===== src/rtl/irq_ctrl.sv =====
// -----------------------------------------------------------------------------
// irq_ctrl -- CSR-mapped interrupt controller
//
// Collects up to NUM_IRQS asynchronous interrupt sources, synchronises each
// one, latches events into STATUS and combines STATUS with ENABLE into one
// registered, active-high irq_out.
//
// CSR map (offsets from BASE_ADDR):
//   +0 STATUS  pending bits, write-1-to-clear
//   +1 ENABLE  read/write mask for irq_out
//   +2 MODE    read/write, 1 = edge, 0 = level
//   +3 RAW     read-only, synchronised source levels
//
// Ports:
//   clk      system clock
//   rst      asynchronous, active-high reset
//   csr_a    CSR address
//   csr_di   CSR write data
//   csr_we   CSR write strobe (one clk cycle)
//   csr_do   CSR read data, combinational, 8'h00 when not addressed
//   ce       clock enable for the holdoff timer
//   irq_src  raw interrupt sources, active-high, asynchronous to clk
//   irq_out  registered interrupt output, active-high
//
// Optional feature macro: IRQ_CTRL_HOLDOFF_EN
//   When defined, a W1C that clears an enabled pending bit while irq_out is
//   high forces irq_out low for HOLDOFF_TICKS ce ticks, so an edge-triggered
//   receiver sees a fresh rising edge if other enabled bits remain pending.
//   When undefined, no counter is built and ce is unused.
// -----------------------------------------------------------------------------
module irq_ctrl #(
    parameter logic [4:0] BASE_ADDR     = 5'h08,
    parameter int         NUM_IRQS      = 8,
    parameter logic [7:0] DFL_ENABLE    = 8'h00,
    parameter logic [7:0] DFL_MODE      = 8'h00,
    parameter int         HOLDOFF_TICKS = 4
) (
    input  logic                clk,
    input  logic                rst,
    input  logic [4:0]          csr_a,
    input  logic [7:0]          csr_di,
    input  logic                csr_we,
    output logic [7:0]          csr_do,
    input  logic                ce,
    input  logic [NUM_IRQS-1:0] irq_src,
    output logic                irq_out
);

    // Bits at or above NUM_IRQS are held at 0 in every register.
    localparam logic [7:0] IRQ_MASK = 8'((9'd1 << NUM_IRQS) - 9'd1);

    logic [NUM_IRQS-1:0] s1;
    logic [NUM_IRQS-1:0] s2;
    logic [NUM_IRQS-1:0] p;

    logic [7:0] status_q;
    logic [7:0] enable_q;
    logic [7:0] mode_q;

    logic [7:0] s2_w;
    logic [7:0] p_w;
    logic [7:0] set_w;
    logic [7:0] w1c_w;
    logic [7:0] cleared_w;
    logic       hit_status;
    logic       hit_enable;
    logic       hit_mode;
    logic       hit_raw;
    logic       holdoff_zero;

    assign s2_w = 8'(s2);
    assign p_w  = 8'(p);

    assign hit_status = (csr_a == BASE_ADDR);
    assign hit_enable = (csr_a == BASE_ADDR + 5'd1);
    assign hit_mode   = (csr_a == BASE_ADDR + 5'd2);
    assign hit_raw    = (csr_a == BASE_ADDR + 5'd3);

    // Edge mode sets only on a rising synchronised level; level mode sets
    // every cycle the source is high, which makes a W1C under a still-high
    // level source a no-op.
    assign set_w = s2_w & (~mode_q | ~p_w) & IRQ_MASK;

    assign w1c_w = (csr_we && hit_status) ? (csr_di & IRQ_MASK) : 8'h00;

    // Enabled pending bits that really go from 1 to 0 this edge; a bit that
    // re-sets in the same cycle does not count as cleared.
    assign cleared_w = w1c_w & status_q & enable_q & ~set_w;

    // -------------------------------------------------------------------------
    // Synchroniser and previous-value register
    // -------------------------------------------------------------------------
    always_ff @(posedge clk or posedge rst) begin
        if (rst) begin
            s1 <= '0;
            s2 <= '0;
            p  <= '0;
        end else begin
            s1 <= irq_src;
            s2 <= s1;
            p  <= s2;
        end
    end

    // -------------------------------------------------------------------------
    // CSR registers
    // -------------------------------------------------------------------------
    always_ff @(posedge clk or posedge rst) begin
        if (rst) begin
            status_q <= 8'h00;
            enable_q <= DFL_ENABLE & IRQ_MASK;
            mode_q   <= DFL_MODE & IRQ_MASK;
        end else begin
            // Set wins over a simultaneous W1C.
            status_q <= (status_q & ~w1c_w) | set_w;
            if (csr_we && hit_enable) begin
                enable_q <= csr_di & IRQ_MASK;
            end
            if (csr_we && hit_mode) begin
                mode_q <= csr_di & IRQ_MASK;
            end
        end
    end

    // -------------------------------------------------------------------------
    // Holdoff timer
    // -------------------------------------------------------------------------
`ifdef IRQ_CTRL_HOLDOFF_EN
    logic [3:0] holdoff_q;

    always_ff @(posedge clk or posedge rst) begin
        if (rst) begin
            holdoff_q <= 4'd0;
        end else if ((|cleared_w) && irq_out) begin
            // A reload during an active holdoff restarts the count.
            holdoff_q <= 4'(HOLDOFF_TICKS);
        end else if (ce && (holdoff_q != 4'd0)) begin
            holdoff_q <= holdoff_q - 4'd1;
        end
    end

    assign holdoff_zero = (holdoff_q == 4'd0);
`else
    logic unused_holdoff;

    assign unused_holdoff = ^{ce, cleared_w};
    assign holdoff_zero   = 1'b1;
`endif

    // -------------------------------------------------------------------------
    // Interrupt output
    // -------------------------------------------------------------------------
    always_ff @(posedge clk or posedge rst) begin
        if (rst) begin
            irq_out <= 1'b0;
        end else begin
            irq_out <= (|(status_q & enable_q)) && holdoff_zero;
        end
    end

    // -------------------------------------------------------------------------
    // Read mux: zero-latency, 8'h00 when no offset hits so the shared bus can
    // OR all CSR blocks together.
    // -------------------------------------------------------------------------
    always_comb begin
        csr_do = 8'h00;
        if (hit_status) begin
            csr_do = status_q;
        end else if (hit_enable) begin
            csr_do = enable_q;
        end else if (hit_mode) begin
            csr_do = mode_q;
        end else if (hit_raw) begin
            csr_do = s2_w & IRQ_MASK;
        end
    end

endmodule


===== config.mk =====
export PLATFORM = sky130hd
export DESIGN_NAME = irq_ctrl
export DESIGN_NICKNAME = d
export VERILOG_FILES = /design/src/rtl/irq_ctrl.sv
export SDC_FILE = /design/constraint.sdc
export NUM_CORES = 1
export LEC_CHECK = 0
export ABC_AREA = 1
export CAP_MARGIN = 5
export CORE_UTILIZATION = 35
export CTS_BUF_LIST = sky130_fd_sc_hd__clkbuf_16
export CTS_CLUSTER_DIAMETER = 80
export DETAILED_ROUTE_END_ITERATION = 8
export MAX_ROUTING_LAYER = met4
export PLACE_DENSITY = 0.63
export SETUP_SLACK_MARGIN = 0.15
export SYNTH_ARGS = -nofsm -noshare
export SYNTH_HDL_FRONTEND = slang
export SYNTH_SLANG_ARGS = --single-unit

===== constraint.sdc =====
create_clock -name clk -period 1.95 [get_ports clk]
set_input_delay 0.39 -clock clk [delete_from_list [all_inputs] [get_ports clk]]
set_output_delay 0.39 -clock clk [all_outputs]
set_load 0.005 [all_outputs]

After elaboration in Yosys (flattened, before gate mapping)
Index checks and enable logic that the tools add are counted.
{"block": "word_totals", "reg_bits": 49, "inputBits": 25, "out_inout_bits": 9, "elab_cells": 28}
{"block": "classes", "n_eq_ne": 4, "n_mux": 5, "bitwise_logic": 8, "n_reduce_logical": 4}
{"cell": "8-bit two-way mux", "n": 5}
{"cell": "8-bit bitwise AND", "n": 3}
{"cell": "8-bit inverter", "n": 3}
{"cell": "5-bit by 4-bit == test with 1-bit output, second input constant", "n": 4}
{"cell": "8-bit bitwise OR", "n": 2}
{"cell": "8-bit OR reduction", "n": 1}
{"cell": "1-bit logical AND", "n": 3}

Logic depth before layout (Yosys ltp)
Gate-level depths: netlist of run 1.
{"block": "logic_depth", "ltp_word": 6, "ltp_mapped": 7, "mapped_depth_nobuf": 6}

Least setup slack after synthesis of run 1
No wires, ideal clock.
{"block": "synth_timing", "kind": "input to output", "from": "input csr_a[2]", "to": "output csr_do[0]", "arrival_time_ns": 1.021, "required_time_ns": 1.560, "slack_ns": 0.539, "stages": 6, "n_path_buf": 1, "cell_sequence": "inv_1 nand2_1 nor2_4 buf_4 nand3_1 nand4_1"}
{"block": "synth_via", "elab_chain_len": 5, "elab_cells_between_ends": 8, "cone_classes": "eq/ne: 4; mux: 4"}
{"item": "start: declaration", "line": "40", "rtl": "input logic [4:0] csr_a,"}
{"item": "5-bit by 4-bit == test with 1-bit output", "line": "77", "rtl": "assign hit_raw = (csr_a == BASE_ADDR + 5'd3);"}
{"item": "8-bit two-way mux", "line": "173", "rtl": "end else if (hit_raw) begin"}
{"item": "8-bit two-way mux", "line": "171", "rtl": "end else if (hit_mode) begin"}
{"item": "8-bit two-way mux", "line": "169", "rtl": "end else if (hit_enable) begin"}
{"item": "8-bit two-way mux (*)", "line": "167", "rtl": "if (hit_status) begin"}
{"item": "end: declaration", "line": "43", "rtl": "output logic [7:0] csr_do,"}
Every way passes the cells marked *; elsewhere a longest branch is shown, timed or not.

Final worst setup path of run 1
{"block": "layout_timing", "from": "input csr_a[1]", "to": "output csr_do[1]"}
The elaborated chain is that of the path after synthesis.

==> out/summary.txt, run 1 <==
number of remaining DRC errors - 0
Syn Inst Count - 212
Fin Setup TNS - 0 ps
number of synthesized register bits - 49
DIE HEIGHT - 79.0 um
vias in the first global route - 1765
final period utilization - 90.1%
status - finished clean
Power Density - 797 nW/um2
main flop type after synthesis - dfrtp_1
syn nets - 237
Yosys warning count - 0
Post-synth top cells - nand2_1 (71), dfrtp_1 (49), nand4_1 (34)
Yosys top cell by area - dfrtp_1
GR Util All Layers - 18.4%
Layout Nets - 304
initial antenna violation count - 0
most common cell in the netlist - nand2_1
Seq/Total Area, Yosys - 59.0%
Final setup viols - 0
Synth async-reset ratio - 100%
Post-synth EDFFs - 0
top fanout value on the critical path - 7
f_max - 569 MHz
Power, Total - 2.31 mW
clock root cell - clkbuf_16
synthesis-to-finish area growth - 39.4%
top layer in use - met4
vias per inst - 5.01
first-pass GRT wire length - 8490 um
n_diodes - 0
Final Hold Vio Count - 0
DRT Pass-1 Iters - 4
Finished Core Util - 51.6%
Crit. End Element - primary output
crit path DAT - 1370 ps
share of cells above drive strength 1 - 27.6%
std cell rows - 27
Synth top area share - 59.0%
DP Wirelength - 3240 um
WL/cell - 14.3 um
worst reg-to-reg path cell count - 3
Worst setup SP type - input port
Overflow after GRT - 0
worst slew pin tran - 298 ps
post-synth cell types - 15
Initial Utilization - 37.0%
Longest Clk Path Bufs - 2
Hold WS - 346 ps
largest net degree at the start of global routing - 50
Via Count - 1759
minimum clock period - 1760 ps
syn avg cell area - 9.80 um2
hold path depth - 0
worst flop-to-flop path startpoint - status_q[1]
CTS tree - yes
worst min-delay path startpoint - s1[2]
synthesized area - 2080 um2
post-route ant nets - 0
CP Launch Point - csr_a[1]
post-route cell area - 2900 um2
clk sinks - 49
Die Width - 79.0 um
met3 WL - 262 um
port buffer count - 32
R2R Setup Slk - 960 ps
RSZ-0062 raised after global routing - yes
Slew Limit Fails - 0
crit path kind - input port to primary output
CP Data Required Time - 1560 ps
hold crit path type - register to register
Clock transition at path regs - 60 ps
Iter 0 DRT Violations - 191
reg2reg end - irq_out
Ports - 34
total clock buffers created by CTS - 5
core area - 5610 um2
Clock H-tree levels - 2
Worst-Skew Late Latency - 280 ps
P_leak - 1.36 nW
final WL - 5040 um
die area - 6250 um2
maximum vdd ir drop - 424 uV
DRT met1 WL - 2180 um
synth top area cells - dfrtp_1 (59%), nand2_1 (13%), nand4_1 (10%)
slew margin rel. - 80.1%
DP Area - 2630 um2
MaxCap Viol Count - 0
hold endpoint - s2[2]
Worst Clk Skew - 3.07 ps
RePlAce Congestion - 0.791
wire length on met2 - 2510 um
==> layer usage <==
metal / track usage, % / vias up
met3: 5.40 / 7
met2: 29.3 / 45
met4: 6.55 / 0
li1: - / 849
met1: 22.2 / 858
met5: - / -
==> layout make-up <==
class	instances	area, um2
Tap cell	72	90.1
Timing Repair Buffer	67	627
Inverter	15	56.3
Clock inverter	2	7.51
Fill cell	535	2710
Clock buffer	5	125
Sequential cell	49	1230
Multi-Input combinational cell	141	763
==> flip-flops by register name (all words and copies together), names as in the netlist <==
register	count
status_q	8
enable_q	8
s1	8
mode_q	8
p	8
s2	8
irq_out	1
==> critical path, stage by stage <==
cell and delay (ps):
buf_2 110, buf_4 130, nor2_4 130, buf_12 130, buf_6 110, nand4_1 100
nand4_1 130, buf_2 120
==> cells by family after synthesis <==
| logic type | after synthesis | synth area share [%] |
|---|---|---|
| AND/OR/NAND/NOR | 125 | 30.7 |
| flip-flops | 49 | 59.0 |
| AO/OA/AOI/OAI | 16 | 5.30 |
| buffers and inverters | 22 | 4.94 |
==> layout by cell type (no fill, tap or decap) <==
master           Yosys  layout
nand2_1             71      70
dfrtp_1             49      49
nand4_1             34      34
buf_4                2      21
clkdlybuf4s50_1      0      19
inv_1               15      12
buf_2                4      12
o21ai_2              8       8
nand3_1              9       8
o21ai_0              8       8
buf_6                1       8
nor2_4               6       6
clkbuf_16            0       5
inv_2                0       4
buf_12               0       4
nand2_2              2       3
nand3_4              1       2
nand3_2              1       1
or2_2                1       1
clkinv_1             0       1
buf_16               0       1
clkdlybuf4s15_2      0       1
clkdlybuf4s15_1      0       1
==> worst max path at each step <==
stage / slack [ps] / to / cells after the start
CTS: 170 / csr_do[3] / 8
floorplan: 390 / enable_q[0] / 1
global placement: -460 / csr_do[1] / 7
detailed placement: -460 / csr_do[6] / 7
finish: 190 / csr_do[1] / 8
global route: 150 / csr_do[2] / 8
==> timing repair <==
item	in CTS	in global routing
resized for setup	59	6
buffers inserted	13	2
setup endpoints to repair	8	13
hold buffers	0	0
cloned	1	0
pin swaps	10	4
==> through the flow <==
step / setup WS [ps] / cells
6_report: 193 / 351
4_1_cts: 167 / 349
2_1_floorplan: 387 / 212
5_1_grt: 148 / 351
3_3_place_gp: -458 / 328
3_5_place_dp: -465 / 328
==> power by group <==
| part | switching [mW] | internal [mW] |
|---|---|---|
| logic | 0.168 | 0.169 |
| clock network | 0.338 | 0.459 |
| registers | 0.0624 | 1.11 |
(Power assumes the default switching activity.)
==> run 2, diff against run 1 <==
--- a/config.mk
+++ b/config.mk
@@ -7,12 +7,12 @@
 export LEC_CHECK = 0
 export ABC_AREA = 1
 export CAP_MARGIN = 5
-export CORE_UTILIZATION = 35
+export CORE_UTILIZATION = 30
 export CTS_BUF_LIST = sky130_fd_sc_hd__clkbuf_16
 export CTS_CLUSTER_DIAMETER = 80
 export DETAILED_ROUTE_END_ITERATION = 8
 export MAX_ROUTING_LAYER = met4
-export PLACE_DENSITY = 0.63
+export PLACE_DENSITY = 0.57
 export SETUP_SLACK_MARGIN = 0.15
 export SYNTH_ARGS = -nofsm -noshare
 export SYNTH_HDL_FRONTEND = slang
==> run 2 against run 1 <==
Effect of this change: worst hold slack better by 1.4 ps; total power is 2.3% higher; fmax is 1.6% lower; worst setup slack lost 29 ps; critical path depth is 1 higher; first-iteration DRC count is 8.9% lower; clock power up 2%; routed wire length grew 4.3%; sequential cell count unchanged; non-clock buffer count is 3 lower.
==> out/summary.txt, run 2 (synthesis gave the netlist of run 1 again) <==
wire length on met2 - 2520 um
die area - 7260 um2
Via Count - 1765
final WL - 5250 um
top fanout value on the critical path - 8
DP Wirelength - 3250 um
slew margin rel. - 78.7%
clk sinks - 49
share of cells above drive strength 1 - 26.7%
status - finished clean
Ports - 34
GR Util All Layers - 16.5%
WL/cell - 14.8 um
first-pass GRT wire length - 8610 um
initial antenna violation count - 0
Final setup viols - 0
Worst Slack Setup Final - 164 ps
Iter 0 DRT Violations - 174
DRT met1 WL - 2300 um
crit path kind - input port to primary output
number of remaining DRC errors - 0
DIE HEIGHT - 85.2 um
Longest Clk Path Bufs - 2
largest net degree at the start of global routing - 50
Clock H-tree levels - 2
std cell rows - 29
clock root cell - clkbuf_16
maximum vdd ir drop - 380 uV
port buffer count - 32
hold_buf cts - 0
Worst setup SP type - input port
CTS tree - yes
Slew Limit Fails - 0
Worst-Skew Late Latency - 280 ps
Crit. End Element - primary output
Final Hold Vio Count - 0
most frequent cells in the layout - nand2_1 (71), dfrtp_1 (49), nand4_1 (34), clkdlybuf4s50_1 (19), buf_4 (15)
synthesis-to-finish area growth - 42.7%
RSZ-0062 raised after global routing - yes
pre-CTS setup slack - -475 ps
core area - 6530 um2
final period utilization - 91.6%
Worst Clk Skew - 2.75 ps
Finished Core Util - 45.4%
vias in the first global route - 1719
Power Density - 797 nW/um2
n_diodes - 0
post-route cell area - 2960 um2
Initial Utilization - 31.8%
P_leak - 1.38 nW
hold crit path type - register to register
CP Data Required Time - 1560 ps
f_max - 560 MHz
Clock transition at path regs - 60 ps
RePlAce Congestion - 0.776
vias per inst - 4.99
MaxCap Viol Count - 0
placed insts - 334
crit path DAT - 1400 ps
Layout Nets - 301
worst slew pin tran - 320 ps
DP Area - 2650 um2
minimum clock period - 1790 ps
top layer in use - met4
Overflow after GRT - 0
total clock buffers created by CTS - 5
Die Width - 85.2 um
met3 WL - 316 um
Layout Cells excl Fill - 354
commonest non-fill, non-tap cell in the layout - nand2_1
DRT Pass-1 Iters - 4
Hold WS - 348 ps
post-route ant nets - 0
## run 2: cell types whose count changed in the layout (fill, tap and decap cells not counted), sizes merged
cell / previous run / this run
bufbuf: 0 / 1
inv: 16 / 15
buf: 46 / 43
clkdlybuf4s15: 2 / 1
clkinv: 1 / 3
## run 2: worst paths after layout
path,from,to,slack [ps],cells past startpoint
worst max-delay path,csr_a[2],csr_do[2],160,9
worst min-delay path,s1[6],s2[6],350,0
worst max register to register,status_q[1],irq_out,910,3
worst min register to register,s1[6],s2[6],350,0
max in group asynchronous,rst,status_q[6],1270,3
min in group asynchronous,rst,mode_q[1],450,3
## run 2: report_power, final
part	internal [mW]	total [mW]	switching, mW	leakage [nW]
Combinational	0.194	0.370	0.176	0.741
Sequential	1.11	1.17	0.0643	0.568
Clock	0.464	0.816	0.352	0.0687
Total	1.77	2.36	0.592	1.38
## run 2: metrics by stage
step	power [mW]	setup TNS, ps
after floorplan	1.34	0
after global placement	1.51	-4680
after detailed placement	1.51	-4670
after CTS	2.38	0
after global routing	2.48	0
final	2.36	0
## run 2: critical path, cell delays in order
cell and delay (ps):
buf_6 100, buf_6 110, nor2_4 150, buf_6 120
buf_12 90, buf_16 110, nand4_1 90, nand4_1 120
buf_2 120
## run 2: timing repair
action | in CTS | in global routing
resized for setup | 59 | 5
pin swaps | 14 | 12
setup endpoints to repair | 8 | 8
setup buffers | 5 | 3
cloned | 4 | 0
## run 2: per-layer routing
layer	vias up	global-route usage (%)
met1	846	20.5
met2	58	25.0
met5	-	-
li1	850	-
met3	11	5.16
met4	0	6.78
## run 2: layout make-up
type	count	area, um2
multi-input cells	141	753
repair buffers	64	693
clock inverters	3	12.5
fillers	612	3570
flip-flops and latches	49	1230
clock buffers	5	125
well taps	77	96.3
inverters	15	56.3
